===== src/rtl/free_list.sv =====
// Free physical-register tag FIFO between retirement (enq) and rename (deq).
// Flush restores every non-architectural tag to the free state in one cycle.
module free_list #(
  parameter int P_REG_NUM    = 64,
  parameter int ARCH_REG_NUM = 32,
  localparam int DEPTH       = P_REG_NUM - ARCH_REG_NUM,
  localparam int PD_W        = $clog2(P_REG_NUM),
  localparam int IDX_W       = $clog2(DEPTH)
) (
  input  logic             clk,
  input  logic             rst,
  input  logic             enq,
  input  logic [PD_W-1:0]  pd_in,
  input  logic             deq,
  output logic [PD_W-1:0]  pd_out,
  output logic             empty,
  input  logic             flush,
  output logic [IDX_W:0]   count
);

  localparam logic [IDX_W:0] PTR_ONE  = {{IDX_W{1'b0}}, 1'b1};
  localparam logic [IDX_W:0] TAIL_RST = {1'b1, {IDX_W{1'b0}}};

  logic [PD_W-1:0]  mem_q [DEPTH];
  logic [PD_W-1:0]  mem_d [DEPTH];
  logic [IDX_W:0]   head_q;
  logic [IDX_W:0]   head_d;
  logic [IDX_W:0]   tail_q;
  logic [IDX_W:0]   tail_d;

  logic [IDX_W-1:0] head_idx;
  logic [IDX_W-1:0] tail_idx;
  logic             full;
  logic             deq_ok;
  logic             enq_ok;

  always_comb begin
    head_idx = head_q[IDX_W-1:0];
    tail_idx = tail_q[IDX_W-1:0];
    empty    = (head_q == tail_q);
    full     = (head_idx == tail_idx) &&
               (head_q[IDX_W] != tail_q[IDX_W]);
    deq_ok   = deq & ~empty & ~flush;
    enq_ok   = enq & (~full | deq_ok);
    pd_out   = mem_q[head_idx];
    count    = tail_q - head_q;
  end

  always_comb begin
    mem_d  = mem_q;
    head_d = head_q;
    tail_d = tail_q;
    if (enq_ok) begin
      mem_d[tail_idx] = pd_in;
      tail_d          = tail_q + PTR_ONE;
    end
    // Slots between the new tail and the old head still hold the
    // speculatively allocated tags, so a full list is exactly right.
    if (flush) begin
      head_d = {~tail_d[IDX_W], tail_d[IDX_W-1:0]};
    end else if (deq_ok) begin
      head_d = head_q + PTR_ONE;
    end
  end

  always_ff @(posedge clk) begin
    if (rst) begin
      for (int i = 0; i < DEPTH; i++) begin
        mem_q[i] <= PD_W'(ARCH_REG_NUM + i);
      end
      head_q <= '0;
      tail_q <= TAIL_RST;
    end else begin
      mem_q  <= mem_d;
      head_q <= head_d;
      tail_q <= tail_d;
    end
  end

endmodule

===== config.mk =====
export PLATFORM = sky130hd
export DESIGN_NAME = free_list
export DESIGN_NICKNAME = d
export VERILOG_FILES = /design/src/rtl/free_list.sv
export SDC_FILE = /design/constraint.sdc
export NUM_CORES = 1
export LEC_CHECK = 0
export ABC_AREA = 0
export BUFFER_PORTS_ARGS = -buffer_cell sky130_fd_sc_hd__buf_2
export CAP_MARGIN = 10
export CORE_UTILIZATION = 60
export DETAILED_ROUTE_END_ITERATION = 12
export PLACE_DENSITY_LB_ADDON = 0.15
export SYNTH_ARGS = -nofsm -noshare
export SYNTH_HDL_FRONTEND = slang
export SYNTH_SLANG_ARGS = --single-unit
export TNS_END_PERCENT = 50

===== constraint.sdc =====
create_clock -name clk -period 5.1 [get_ports clk]
set_input_delay 0.51 -clock clk [delete_from_list [all_inputs] [get_ports clk]]
set_output_delay 0.51 -clock clk [all_outputs]
set_load 0.05 [all_outputs]

# Word-level counts from Yosys, hierarchy flattened
# Index checks and enable logic that the tools add are counted.
[classes] n_addsub=3 mul=0 div=0 n_lt_le_gt_ge=3 n_eq_ne=3 shift=0 n_mux=9 bitwise_logic=10 reduce_logical=3
[ops] op="bitwise mux 192 bit" count=1
[ops] op="two-way mux 6 bit" count=6
[ops] op="binary-select mux 6 bit (select 5 bit)" count=1
[ops] op="demux 6 bit (select 5 bit)" count=1
[ops] op="adder 6 x 1 -> 6 bit (second input constant)" count=2
[ops] op=">= comparator 6 bit (second input constant)" count=2
[ops] op="inverter 5 -> 6 bit" count=2
[ops] op="== test 6 bit" count=1
[ops] op="less-than comparator 6 x 1 -> 1 bit (second input constant)" count=1
[ops] op="subtractor 6 bit" count=1
[ops] op="== test 5 bit" count=1
[ops] op="inverter 1 bit" count=4
[ops] op="bitwise AND 1 bit" count=3
[ops] op="logical AND 1 bit" count=2
[ops] op="nonzero test 2 bit" count=1
[ops] op="!= test 1 bit" count=1
[ops] op="bitwise OR 1 bit" count=1
[word_totals] regBits=204 latchBits=0 mem_bits_rw=0 romBits=0 input_bits=11 output_inout_bits=13 wordCells=65 mem_count=0

# Longest topological paths before layout
[logic_depth] ltp_word=9 depth_mapped=13 depth_no_buf=7

# Least setup slack after synthesis
# Ideal clock, no wire load.
[synth_path] path_type="flip-flop to flip-flop" from="register head_q[1]" to="register head_q[3]" setup_ns=0.127 arrival_time_ns=3.072 required_ns=4.973 slack_ns=1.901 stages_incl_launch_ff=11 n_path_buf=3 synth_period_minus_slack_ns=3.199 cell_sequence="dfxtp_1 > buf_2 > buf_4 > buf_4 > inv_1 > ha_1 > nand4_1 > nor3_1 > nor2_1 > xnor2_1 > o22ai_1"
[synth_via] elab_chain_len=8 elab_cells_between_ends=14 cone_classes="add/sub (1); eq/ne (2); mux (3); bitwise (6); reduce/logical (2)"
[synth_lines] element="start, declared" line_no="26" rtl="logic [IDX_W:0] head_q;"
[synth_lines] element="start signal, assigned" line_no="71" rtl="head_q <= '0;"
[synth_lines] element="start signal, assigned" line_no="75" rtl="head_q <= head_d;"
[synth_lines] element="== test 6 bit *" line_no="40" rtl="empty = (head_q == tail_q);"
[synth_lines] element="net empty" line_no="16" rtl="output logic empty,"
[synth_lines] element="inverter 1 bit *" line_no="43" rtl="deq_ok = deq & ~empty & ~flush;"
[synth_lines] element="bitwise AND 1 bit * (2 in a row)" line_no="43"
[synth_lines] element="bitwise OR 1 bit" line_no="44" rtl="enq_ok = enq & (~full | deq_ok);"
[synth_lines] element="bitwise AND 1 bit" line_no="44"
[synth_lines] element="two-way mux 6 bit" line_no="53" rtl="if (enq_ok) begin"
[synth_lines] element="two-way mux 6 bit" line_no="59" rtl="if (flush) begin"
# Mark *: on every way through the listed nets, which the timed path passes. The rest lies on a longest branch. The select of a mux whose other input is x is not followed.
# A chain may end at the register's enable or synchronous reset.

# Worst setup path after layout
[layout_path] from="register head_q[0]" to="output port pd_out[3]"
[layout_via] elab_chain_len=4
[layout_lines] element="inverter 5 -> 6 bit (not written as such)" line_no="45" rtl="pd_out = mem_q[head_idx];"
[layout_lines] element="binary-select mux 6 bit (select 5 bit)" line_no="45"
[layout_lines] element="two-way mux 6 bit (not written as such) (2 in a row)" line_no="45"
[layout_lines] element="end, declared" line_no="15" rtl="output logic [PD_W-1:0] pd_out,"
# No other way between the ends. The select of a mux whose other input is x is not followed.

==> summary.txt <==
Max-slew headroom = 14.6%
maximum operating frequency = 0.282 GHz
die area = 15900 um^2
overall track demand over capacity in global routing = 30.9%
share of final-layout standard cells stronger than drive strength 1 = 12.6%
Sequential cell area = 4090 um^2
flop-to-flop setup slack = 1.92 ns
nets in the synthesized netlist = 997
number of optimization iterations in the first detailed-route pass = 5
vias after detailed routing = 7297
endpoint of the lowest-slack register-to-register path = mem_q[115]
hold buffer count at CTS = 0
Worst-path clk slew = 0.06 ns
Rows = 44
clock period minus final worst setup slack = 3.54 ns
max cap viols = 0
required time of the critical path = 4.59 ns
Routed WL = 24.1 mm
drt drc = 0
antenna violations before repair = 0
grt total ovfl = 0
starting density of the core = 62.4%
leakage = 0.00330 uW
CTS tree = built
top flip-flop cell by instance count after synthesis = sky130_fd_sc_hd__dfxtp_1
critical path's slowest cell = sky130_fd_sc_hd__dfxtp_2
Detailed Route Iter0 Violations = 632
Fill cells = 1160
GPL Wtd Cong = 0.991
cell at the root of the clock tree = sky130_fd_sc_hd__clkbuf_16
insertion delay of the later-clocked pin in the worst-skew pair = 0.50 ns
count of flip-flops with a built-in enable after synthesis = 0
final period utilization = 69.5%
number of I/O port buffers = 23
end point of the critical path = pd_out[3]
Crit path arrival time = 3.03 ns
number of antenna diodes = 0
largest cells by area after synthesis = sky130_fd_sc_hd__dfxtp_1 (44%), sky130_fd_sc_hd__mux4_2 (8.8%), sky130_fd_sc_hd__mux2i_1 (8.4%)
critical path cell sequence = buf_4, mux4_2, a211oi_1, a21oi_1, buf_2
final setup fails = 0
Clock H-tree levels = 1
quantity of gates resized following cts = 0
netlist area before placement = 9210 um^2
CTS buffer count = 22
Critical Path Sink Type = output pin
routed len/inst = 21.3 um
Final Hold Viols = 0
Num Clock Sinks = 204
Gate Count Post-Synth = 975
kind of path behind the tightest hold check = input pin to flop
share of synthesized registers carrying an async set or reset = 0%
slowest cell delay on critical path = 0.75 ns
DP HPWL = 15.8 mm
die span in x = 126 um
Min-Delay Path Depth = 3
commonest non-fill, non-tap cell in the layout = sky130_fd_sc_hd__dfxtp_1
nets@finish = 955
area occupied by multi-input gates = 4620 um^2
actual transition at the worst max-transition pin = 1.28 ns
count of nets left with antenna violations after detail routing = 0
post-synthesis register bit count = 204
number of distinct library cell variants in the gate-level netlist after synthesis = 51
total I/O pin count = 24
first-pass GRT wire length = 38.5 mm
startpoint of the worst-slack reg-to-reg timing path = head_q[3]
setup fix buffers added after clock tree synthesis = 0
sequential share of the synthesized area = 44.3%
synthesis-to-finish area growth = 7.91%
final worst clock skew = 0.00810 ns
largest fanout on the critical path = 22
library cell occupying the most area in the post-synthesis netlist = sky130_fd_sc_hd__dfxtp_1
Final TNS setup = 0 ns
largest net degree at the start of global routing = 117
Mapped Avg Cell Area = 9.45 um^2
Yosys warning count = 0
unrepaired setup endpoints after global routing = false
share of the synthesized area in the top cell type = 44.3%
Max Transition Viols Final = 0
power density over the cells = 390 nW/um^2
VDD IR max = 0.000402 V
Hold Slack = 0.339 ns
via count of the first global-routing pass = 7146
Longest Clk Path Bufs = 3
kind of start point of the critical path = flop
most used cells in the layout excluding fill and tap cells = sky130_fd_sc_hd__dfxtp_1 (201), sky130_fd_sc_hd__a21oi_1 (146), sky130_fd_sc_hd__nor3_1 (116), sky130_fd_sc_hd__nor2_1 (83), sky130_fd_sc_hd__mux2i_1 (77)
Worst Reg2Reg Path Length in Cells = 7
launch point of the critical path = head_q[0]
placeable core region = 14800 um^2
height of the die = 126 um
ratio of routed vias to standard cells = 6.45
type of the setup path with the least slack = flop to output pin
status = finished clean
critical path: cells and delay by family (launching register included):
family	cells	cell delay, ns
buf+inv	2	0.72
flops	1	0.75
compound gates	2	0.43
mux	1	0.61
area by class of cell:
| cell class | count | area share, % |
|---|---|---|
| clock buffer | 29 | 6.32 |
| clock inverter | 9 | 1.50 |
| inverter | 11 | 0.415 |
| multi-input combinational | 663 | 46.5 |
| sequential | 204 | 41.1 |
| tap | 184 | 2.32 |
| timing repair buffer | 31 | 1.83 |
cell usage after synthesis (6+ instances only):
library cell and instances:
sky130_fd_sc_hd__and2_1 31, sky130_fd_sc_hd__nor2_1 84, sky130_fd_sc_hd__xnor2_1 9, sky130_fd_sc_hd__dfxtp_1 204
sky130_fd_sc_hd__a22oi_1 6, sky130_fd_sc_hd__clkbuf_1 49, sky130_fd_sc_hd__a22o_1 6, sky130_fd_sc_hd__buf_4 10
sky130_fd_sc_hd__mux4_2 36, sky130_fd_sc_hd__buf_2 32, sky130_fd_sc_hd__mux2i_1 77, sky130_fd_sc_hd__o221ai_1 9
sky130_fd_sc_hd__nor3_1 116, sky130_fd_sc_hd__ha_1 10, sky130_fd_sc_hd__a211oi_1 9, sky130_fd_sc_hd__inv_1 11
sky130_fd_sc_hd__nand2_1 58, sky130_fd_sc_hd__a21oi_1 146, sky130_fd_sc_hd__nand3_1 14
worst min-delay path by stage:
stage	to	slack (ns)	from
4_1_cts	mem_q[191]	0.34	pd_in[5]
5_1_grt	mem_q[191]	0.36	pd_in[5]
3_3_place_gp	mem_q[92]	0.44	mem_q[92]
3_5_place_dp	mem_q[181]	0.45	mem_q[181]
2_1_floorplan	mem_q[162]	0.43	mem_q[162]
6_report	mem_q[191]	0.34	pd_in[5]
report_power, final:
part,internal (uW),switching (uW),leakage [uW]
Combinational,154,367,0.00127
Sequential,1610,28.2,0.00165
Clock,1070,641,0.000385
Total,2830,1040,0.00330
per-stage QoR:
step           cell area, um^2  power, uW  util [%]  instances  setup WS (ns)
4_1_cts                   9940       3870      67.4       1131           1.56
3_3_place_gp              9160       2190      62.1       1093           2.13
3_5_place_dp              9160       2190      62.1       1093           2.02
5_1_grt                   9940       3990      67.4       1131           1.41
6_report                  9940       3870      67.4       1131           1.56
2_1_floorplan             9210       2070         -        975           1.90
logic make-up after synthesis:
family / count (synthesis) / synth area share [%]
multiplexers: 117 / 17.7
AO/OA/AOI/OAI: 199 / 13.1
AND/OR/NAND/NOR: 324 / 16.5
adder cells (fa/ha/maj): 11 / 1.58
buffers and inverters: 108 / 5.57
flip-flops: 204 / 44.3
XOR/XNOR: 12 / 1.22
registers in the layout, summed over array words and instances (netlist names), named ones only:
signal	flops
head_q	6
tail_q	5
mem_q	192
routing by layer:
metal	routed length [um]	part of all wire, %	track usage (%)	vias to the layer above
met5	0	0	0	-
met3	2000	8.3	5.73	74
met1	10100	42	41.0	3493
met2	11100	46	49.4	333
met4	951	3.9	13.5	0
li1	-	-	-	3397
(Power assumes the default switching activity.)
